File: src/rtl/wb_arb_pkg.sv
// Shared types and constants for the external-memory Wishbone arbiter.
package wb_arb_pkg;

  typedef enum logic [1:0] {
    ST_IDLE   = 2'd0,
    ST_ACTIVE = 2'd1,
    ST_ABORT  = 2'd2
  } arb_state_e;

  localparam logic [2:0] CTI_CLASSIC = 3'b000;
  localparam logic [2:0] CTI_INCR    = 3'b010;
  localparam logic [2:0] CTI_EOB     = 3'b111;

  localparam int TMO_CNT_W = 16;

  function automatic int idx_width(input int n);
    return (n > 1) ? $clog2(n) : 1;
  endfunction

endpackage

File: src/rtl/rr_arbiter.sv
// Combinational round-robin pick: first requester above last_grant, else lowest requester.
module rr_arbiter
  import wb_arb_pkg::*;
#(
  parameter  int NUM_MASTERS = 3,
  localparam int IDX_W       = idx_width(NUM_MASTERS)
) (
  input  logic [NUM_MASTERS-1:0] req,
  input  logic [IDX_W-1:0]       last_grant,
  output logic [NUM_MASTERS-1:0] grant
);

  logic [NUM_MASTERS-1:0] hi_mask;
  logic [NUM_MASTERS-1:0] req_hi;
  logic [NUM_MASTERS-1:0] pick_hi;
  logic [NUM_MASTERS-1:0] pick_lo;

  always_comb begin
    hi_mask = '0;
    for (int j = 0; j < NUM_MASTERS; j++) begin
      hi_mask[j] = (j > int'(last_grant));
    end
  end

  // x & -x isolates the lowest set bit
  assign req_hi  = req & hi_mask;
  assign pick_hi = req_hi & (~req_hi + NUM_MASTERS'(1));
  assign pick_lo = req & (~req + NUM_MASTERS'(1));
  assign grant   = (|req_hi) ? pick_hi : pick_lo;

endmodule

File: src/rtl/wb_ext_mem_arbiter.sv
// Round-robin Wishbone arbiter giving NUM_MASTERS masters access to one external
// memory slave, with whole-cycle ownership and a stalled-strobe timeout abort.
module wb_ext_mem_arbiter
  import wb_arb_pkg::*;
#(
  parameter int NUM_MASTERS    = 3,
  parameter int MEM_ADDR_WIDTH = 27,
  parameter int DATA_WIDTH     = 32,
  parameter int TIMEOUT_CYCLES = 255
) (
  input  logic                                  clk,
  input  logic                                  rst_sys_n,
  input  logic [NUM_MASTERS*MEM_ADDR_WIDTH-1:0] m_adr_i,
  input  logic [NUM_MASTERS*DATA_WIDTH-1:0]     m_dat_i,
  input  logic [NUM_MASTERS*(DATA_WIDTH/8)-1:0] m_sel_i,
  input  logic [NUM_MASTERS-1:0]                m_we_i,
  input  logic [NUM_MASTERS-1:0]                m_cyc_i,
  input  logic [NUM_MASTERS-1:0]                m_stb_i,
  input  logic [NUM_MASTERS*3-1:0]              m_cti_i,
  input  logic [NUM_MASTERS*2-1:0]              m_bte_i,
  output logic [NUM_MASTERS*DATA_WIDTH-1:0]     m_dat_o,
  output logic [NUM_MASTERS-1:0]                m_ack_o,
  output logic [NUM_MASTERS-1:0]                m_err_o,
  output logic [NUM_MASTERS-1:0]                m_rty_o,
  output logic [MEM_ADDR_WIDTH-1:0]             s_adr_o,
  output logic [DATA_WIDTH-1:0]                 s_dat_o,
  output logic [DATA_WIDTH/8-1:0]               s_sel_o,
  output logic                                  s_we_o,
  output logic                                  s_cyc_o,
  output logic                                  s_stb_o,
  output logic [2:0]                            s_cti_o,
  output logic [1:0]                            s_bte_o,
  input  logic [DATA_WIDTH-1:0]                 s_dat_i,
  input  logic                                  s_ack_i,
  input  logic                                  s_err_i,
  input  logic                                  s_rty_i,
  output logic [NUM_MASTERS-1:0]                grant_o,
  output logic [TMO_CNT_W-1:0]                  timeout_cnt_o
);

  localparam int SEL_W = DATA_WIDTH / 8;
  localparam int IDX_W = idx_width(NUM_MASTERS);
  // Abort fires when this many strobe cycles have already gone unanswered
  localparam logic [TMO_CNT_W-1:0] STALL_LIMIT = TMO_CNT_W'(TIMEOUT_CYCLES - 1);

  arb_state_e             state_q, state_d;
  logic [IDX_W-1:0]       last_grant_q;
  logic [TMO_CNT_W-1:0]   stall_cnt_q;
  logic [TMO_CNT_W-1:0]   timeout_cnt_q;
  logic                   armed_q;
  logic [NUM_MASTERS-1:0] req;
  logic [NUM_MASTERS-1:0] rr_grant;
  logic [IDX_W-1:0]       rr_idx;
  logic                   owned;
  logic                   s_resp;

  logic [MEM_ADDR_WIDTH-1:0] own_adr;
  logic [DATA_WIDTH-1:0]     own_dat;
  logic [SEL_W-1:0]          own_sel;
  logic                      own_we, own_cyc, own_stb;
  logic [2:0]                own_cti;
  logic [1:0]                own_bte;

  assign req    = m_cyc_i & m_stb_i;
  assign owned  = (state_q != ST_IDLE);
  assign s_resp = s_ack_i | s_err_i | s_rty_i;

  rr_arbiter #(.NUM_MASTERS(NUM_MASTERS)) u_rr (
    .req        (req),
    .last_grant (last_grant_q),
    .grant      (rr_grant)
  );

  always_comb begin
    rr_idx = '0;
    for (int i = 0; i < NUM_MASTERS; i++) begin
      if (rr_grant[i]) rr_idx = IDX_W'(i);
    end
  end

  // last_grant only moves on a grant, so it names the owner whenever not idle
  always_comb begin
    own_adr = '0;
    own_dat = '0;
    own_sel = '0;
    own_we  = 1'b0;
    own_cyc = 1'b0;
    own_stb = 1'b0;
    own_cti = '0;
    own_bte = '0;
    for (int i = 0; i < NUM_MASTERS; i++) begin
      if (owned && int'(last_grant_q) == i) begin
        own_adr = m_adr_i[i*MEM_ADDR_WIDTH +: MEM_ADDR_WIDTH];
        own_dat = m_dat_i[i*DATA_WIDTH +: DATA_WIDTH];
        own_sel = m_sel_i[i*SEL_W +: SEL_W];
        own_we  = m_we_i[i];
        own_cyc = m_cyc_i[i];
        own_stb = m_stb_i[i];
        own_cti = m_cti_i[i*3 +: 3];
        own_bte = m_bte_i[i*2 +: 2];
      end
    end
  end

  assign s_adr_o = own_adr;
  assign s_dat_o = own_dat;
  assign s_sel_o = own_sel;
  assign s_we_o  = own_we;
  assign s_cti_o = own_cti;
  assign s_bte_o = own_bte;
  assign s_cyc_o = (state_q == ST_ACTIVE) && own_cyc;
  assign s_stb_o = (state_q == ST_ACTIVE) && own_stb;

  always_comb begin
    m_dat_o = '0;
    m_ack_o = '0;
    m_err_o = '0;
    m_rty_o = '0;
    grant_o = '0;
    for (int i = 0; i < NUM_MASTERS; i++) begin
      if (owned && int'(last_grant_q) == i) begin
        grant_o[i] = 1'b1;
        if (state_q == ST_ACTIVE) begin
          m_dat_o[i*DATA_WIDTH +: DATA_WIDTH] = s_dat_i;
          m_ack_o[i] = s_ack_i;
          m_err_o[i] = s_err_i;
          m_rty_o[i] = s_rty_i;
        end else begin
          m_err_o[i] = 1'b1;
        end
      end
    end
  end

  always_comb begin
    state_d = state_q;
    unique case (state_q)
      ST_IDLE:   if (armed_q && (|req)) state_d = ST_ACTIVE;
      ST_ACTIVE: begin
        if (!own_cyc) state_d = ST_IDLE;
        else if (own_stb && !s_resp && stall_cnt_q == STALL_LIMIT) state_d = ST_ABORT;
      end
      ST_ABORT:  state_d = own_cyc ? ST_ACTIVE : ST_IDLE;
      default:   state_d = ST_IDLE;
    endcase
  end

  // armed_q holds off arbitration for the first edge after reset release
  always_ff @(posedge clk or negedge rst_sys_n) begin
    if (!rst_sys_n) begin
      state_q       <= ST_IDLE;
      last_grant_q  <= IDX_W'(NUM_MASTERS - 1);
      stall_cnt_q   <= '0;
      timeout_cnt_q <= '0;
      armed_q       <= 1'b0;
    end else begin
      state_q <= state_d;
      armed_q <= 1'b1;
      if (state_q == ST_IDLE && state_d == ST_ACTIVE) last_grant_q <= rr_idx;
      if (state_q != ST_ACTIVE || s_resp) stall_cnt_q <= '0;
      else if (own_stb) stall_cnt_q <= stall_cnt_q + TMO_CNT_W'(1);
      if (state_q == ST_ABORT && timeout_cnt_q != '1)
        timeout_cnt_q <= timeout_cnt_q + TMO_CNT_W'(1);
    end
  end

  assign timeout_cnt_o = timeout_cnt_q;

endmodule

File: config.mk
export PLATFORM = sky130hd
export DESIGN_NAME = wb_ext_mem_arbiter
export DESIGN_NICKNAME = d
export VERILOG_FILES = /design/src/rtl/wb_arb_pkg.sv /design/src/rtl/rr_arbiter.sv /design/src/rtl/wb_ext_mem_arbiter.sv
export SDC_FILE = /design/constraint.sdc
export NUM_CORES = 1
export LEC_CHECK = 0
export ABC_AREA = 1
export ABC_CLOCK_PERIOD_IN_PS = 2100
export BUFFER_PORTS_ARGS = -buffer_cell sky130_fd_sc_hd__buf_4
export CORE_AREA = 5 5 167 169
export CTS_BUF_LIST = sky130_fd_sc_hd__clkbuf_8
export CTS_CLUSTER_SIZE = 24
export DETAILED_ROUTE_END_ITERATION = 12
export DIE_AREA = 0 0 172 174
export GPL_TIMING_DRIVEN = 0
export HOLD_SLACK_MARGIN = 0.15
export PLACE_DENSITY = 0.44
export SYNTH_ARGS = -nofsm -noshare
export SYNTH_HDL_FRONTEND = slang
export SYNTH_HIERARCHICAL = 1
export SYNTH_SLANG_ARGS = --single-unit
File: constraint.sdc
create_clock -name clk -period 2.1 [get_ports clk]
set_input_delay 0.42 -clock clk [delete_from_list [all_inputs] [get_ports clk]]
set_output_delay 0.42 -clock clk [all_outputs]
set_load 0.01 [all_outputs]
**After elaboration in Yosys (flattened, before gate mapping)**

Cells that the tools add are included.

- Register bits: 37
- Input bits: 250
- Output and inout bits: 195
- Logic and storage cells: 98

- $add $sub $neg: 4
- $lt $le $gt $ge: 2
- Equal/unequal tests: 8
- Multiplexer cells: 53
- Bitwise operators: 8
- Reductions and logical operators: 18

Operators with widths:

| cell | number |
|---|---|
| $mux W32 | 7 |
| $mux W27 | 3 |
| $add A16 B1 Y16 const B | 2 |
| $mux W16 | 2 |
| $mux W1 | 26 |
| $eq A16 B8 Y1 const B | 1 |
| $ne A16 B16 Y1 const B | 1 |
| $mux W2 | 7 |
| $and A3 B3 Y3 | 4 |
| $mux W3 | 4 |
| $mux W4 | 3 |
| $logic_and A1 B1 Y1 | 10 |
| $add A3 B1 Y3 const B | 2 |
| $eq A2 B2 Y1 const B | 3 |
| $not A3 Y3 | 2 |
| $pmux W2 S3 | 1 |
| $reduce_or A3 Y1 | 2 |
| $eq A2 B1 Y1 const B | 2 |
| $logic_not A2 Y1 | 2 |
| $reduce_bool A2 Y1 | 2 |
| $gt A1 B2 Y1 const A | 1 |
| $gt A2 B2 Y1 const A | 1 |
| $ne A2 B1 Y1 const B | 1 |
| $or A1 B1 Y1 | 2 |
| other kinds (2) | 2 |

**Logic depth before layout (Yosys ltp)**

- Word-level depth: 12
- Mapped depth: 10
- Gate-level depth less buffers: 10

**Modules after synthesis**

Netlist, hierarchy kept.

Modules (own cells, without submodules):

| module | instances | cells each | area each (sq um) | seq. area each (sq um) |
|---|---|---|---|---|
| wb_ext_mem_arbiter | 1 | 802 | 4210.3 | 927.1 |
| rr_arbiter | 1 | 17 | 73.8 | 0.0 |

**Worst setup path after synthesis**

OpenSTA, ideal clock, no wires.

- Path kind: register to output
- Start: register last_grant_q[1]
- End: output s_adr_o[0]
- Arrival time: 1417 ps
- Data required time: 1680 ps
- Path slack: 263 ps
- Stages on the path, launching flop included: 6
- Buffers on the path: 1
- Cells stage by stage: dfstp_2 -> nand2_1 -> nor2_2 -> clkbuf_1 -> nand2_1 -> nand3_1

- Cells in the longest elaborated chain, start to end: 5
- Elaborated cells on any way between the ends: 9
- Those cells by class: eq/ne: 2; mux: 3; reduce/logical: 4

RTL lines:

| item | RTL line | text |
|---|---|---|
| from (decl) | wb_ext_mem_arbiter.sv:47 | `logic [IDX_W-1:0] last_grant_q;` |
| from (signal assigned) | wb_ext_mem_arbiter.sv:152 | `last_grant_q <= IDX_W'(NUM_MASTERS - 1);` |
| from (signal assigned) | wb_ext_mem_arbiter.sv:159 | `if (state_q == ST_IDLE && state_d == ST_ACTIVE) last_grant_q <= rr_idx;` |
| $logic_not A2 Y1 | wb_ext_mem_arbiter.sv:92 | `if (owned && int'(last_grant_q) == i) begin` |
| $logic_and A1 B1 Y1 | wb_ext_mem_arbiter.sv:92 |  |
| $mux W27 (2 in a row) | wb_ext_mem_arbiter.sv:92 |  |
| $mux W27 * | wb_ext_mem_arbiter.sv:92 |  |
| to (decl) | wb_ext_mem_arbiter.sv:25 | `output logic [MEM_ADDR_WIDTH-1:0] s_adr_o,` |

Every way passes the cells marked *; elsewhere a longest branch is shown, timed or not.

**Worst setup path after layout**

- Start: register last_grant_q[1]
- End: output s_dat_o[7]

- Cells in the longest elaborated chain, start to end: 5
- Elaborated cells on any way between the ends: 9
- Those cells by class: eq/ne: 2; mux: 3; reduce/logical: 4

RTL lines:

| item | RTL line | text |
|---|---|---|
| $logic_not A2 Y1 | wb_ext_mem_arbiter.sv:92 |  |
| $logic_and A1 B1 Y1 | wb_ext_mem_arbiter.sv:92 |  |
| $mux W32 (2 in a row) | wb_ext_mem_arbiter.sv:92 |  |
| $mux W32 * | wb_ext_mem_arbiter.sv:92 |  |
| to (decl) | wb_ext_mem_arbiter.sv:26 | `output logic [DATA_WIDTH-1:0] s_dat_o,` |

Marks and branches as above.

==> summary.md <==
| Metric | Value |
|---|---|
| ANT cells | 0 |
| Io pins | 445 |
| Area Growth Syn to Fin | 119% |
| Iter 0 DRT Violations | roughly 460 |
| Hold Path Class | input port to register |
| Row cnt | 60 |
| Status | finished, violations left |
| Worst path buffer plus inverter count | 3 |
| Largest net degree at the start of global routing | 38 |
| Detailed Routing Iterations Pass 1 | 5 |
| RSZ-0062 raised after global routing | true |
| Critical Path RT | 1680 ps |
| Syn avg cell area | 5.23 um^2 |
| Wirelength per Cell | 19.3 um |
| Reg2reg start | last_grant_q[1] |
| Critical path class | register to primary output |
| Cell family with most CP delay | flip-flops |
| R2R Path End | stall_cnt_q[15] |
| Area taken by multi-input logic gates | approximately 3500 um^2 |
| Fraction of layout cells with a size suffix above 1 | 49.7% |
| Rel. slew slack | 55.7% |
| Die Y-Extent | 174 um |
| Gp weighted congestion | roughly 0.89 |
| H-tree depth | 2 |
| Max IR drop VDD | 285 uV |
| CTS tree | done |
| Total Power | 0.00386 W |
| Kind of start point of the critical path | register |
| Fillcell total | about 2900 |
| Worst Path Max Fanout | 10 |
| Initial antenna violation count | 1 |
| Hold path endpoint | state_q[1] |
| Failing checks | setup timing |
| Starting Density | between 10% and 20% |
| Final Cycle Share | 105% |
| Crit path DAT | 1790 ps |
| Syn Inst Count | roughly 820 |
| Core box area | 26400 um^2 |
| Crit. End Element | primary output |
| Slew Limit Fails | 0 |
| Die footprint | 29900 um^2 |
| # Max-Cap Violations | 0 |
| Placed insts | 1601 |
| Clock Latency Late Sink | 300 ps |
| Worst Slack Setup Final | -113 ps |
| Setup TNS | -2910 ps |
| Final setup viols | 66 |
| Residual DRC | 0 |
| Antenna viol nets, final | 0 |
| Clock transition at path regs | 80 ps |
| PD cells | 414 nW/um^2 |
| Non-filler instance count after layout | 1636 |
| Hold path start | m_cyc_i[1] |
| Chip width | 172 um |
| Max Root-Sink Buffers | 2 |
| Post-layout min period | 2210 ps |
| Worst clock skew | 11.4 ps |
| GRT overflow | 0 |
| # nets final | 1547 |
| Detailed-route via count | 7096 |
| Reg2reg setup slack | 250 ps |
| Final Hold Violating Endpoints | 0 |
| FF-to-FF path depth | 11 |
| Syn_nets | about 1100 |
| Hold slack | ~540 ps |
| Max incr delay on CP | roughly 600 ps |
| Via/cell ratio | 4.34 |
| Storage element area | 930 um^2 |
| Crit-path cells | nand2_4, nor2_4, buf_12, buf_8, nand2_1, nand3_4, buf_4 |
| Dpl hpwl | roughly 26 mm |
| First-pass GRT wire length | 43.2 mm |
| Vias in the first global route | approximately 6700 |
| Root Driver | clkbuf_8 |
| Worst-Margin Slew | 662 ps |
| Routed WL | between 30 and 40 mm |
| Max Clk Rate | 452 MHz |
| Cell Area, Synth | 4270 um^2 |
| Hold path depth | 5 |
| Critical path's slowest cell | dfstp_2 |
| CTS Buf Count | 5 |
| Most common cell after layout, fill and taps aside | buf_4 |
| # port buffers | around 440 |
| Leakage | 5.01 nW |
| Commonest cells after routing, fill and taps aside | buf_4 (432), nand2_1 (333), nor2_1 (131), nand3_1 (62), buf_6 (51) |
| Yosys warning count | 6 |
| Clock tree sinks | 37 |
| Tot GR Track Use | 19.1% |
[area by class of cell]
| class | instances | share of cell area (%) |
|---|---|---|
| Multi-Input combinational cell | 693 | 37.3 |
| Timing Repair Buffer | 471 | 40.3 |
| Clock inverter | 3 | 0.147 |
| Sequential cell | 37 | 9.96 |
| Clock buffer | 5 | 0.737 |
| Inverter | 47 | 2.05 |
| Tap cell | 341 | 4.57 |
| Timing Repair inverter | 1 | 0.0536 |
| Buffer | 38 | 4.93 |
[metal layers]
metal,share of wire (%),vias to the layer above,track usage (%),routed length [um]
met3,8.6,19,4.80,2730
met4,1.0,2,2.65,332
met1,43,3330,25.3,13600
met2,47,258,32.1,15000
li1,-,3487,-,-
met5,0.041,-,0,13
[tightest hold or removal path, stage by stage]
cell	delay, ps
buf_4	90
nand2_2	60
nand3_4	90
nand2_4	50
nor2_1	90
[flip-flops by register name, summed over array words and instances, names as in the netlist]
| signal | count |
|---|---|
| last_grant_q | 2 |
| stall_cnt_q | 16 |
| state_q | 2 |
| timeout_cnt_o | 16 |
| armed_q | 1 |
[power breakdown]
| group | internal (W) | switching, W |
|---|---|---|
| clock network | 0.000226 | 0.000278 |
| registers | 0.000731 | 0.0000224 |
| logic | 0.00126 | 0.00135 |
[what timing repair did]
action	in CTS	in global routing
hold buffers	1	0
cloned	0	4
gates resized for setup	111	184
pin swaps	3	15
hold endpoints to repair	36	0
endpoints found under the setup margin	175	167
buffers inserted	11	13
[metrics by stage]
stage               utilization, %  setup slack [ps]  cell area (um^2)
detailed placement            30.4              -641              8030
finish                        35.3              -113              9330
floorplan                        -               287              4270
global placement              30.4              -619              8030
CTS                           32.7              -183              8650
global route                  35.3              -191              9330
[worst max path at each step]
stage,startpoint,slack [ps],end,cells past startpoint
6_report,last_grant_q[1],-110,s_dat_o[7],7
5_1_grt,last_grant_q[1],-190,s_dat_o[7],7
4_1_cts,last_grant_q[1],-180,s_dat_o[17],8
3_5_place_dp,last_grant_q[1],-640,s_dat_o[17],6
3_3_place_gp,last_grant_q[1],-620,s_adr_o[12],6
2_1_floorplan,last_grant_q[1],290,s_adr_o[0],5
No activity file was read; power rests on OpenSTA's default activity.
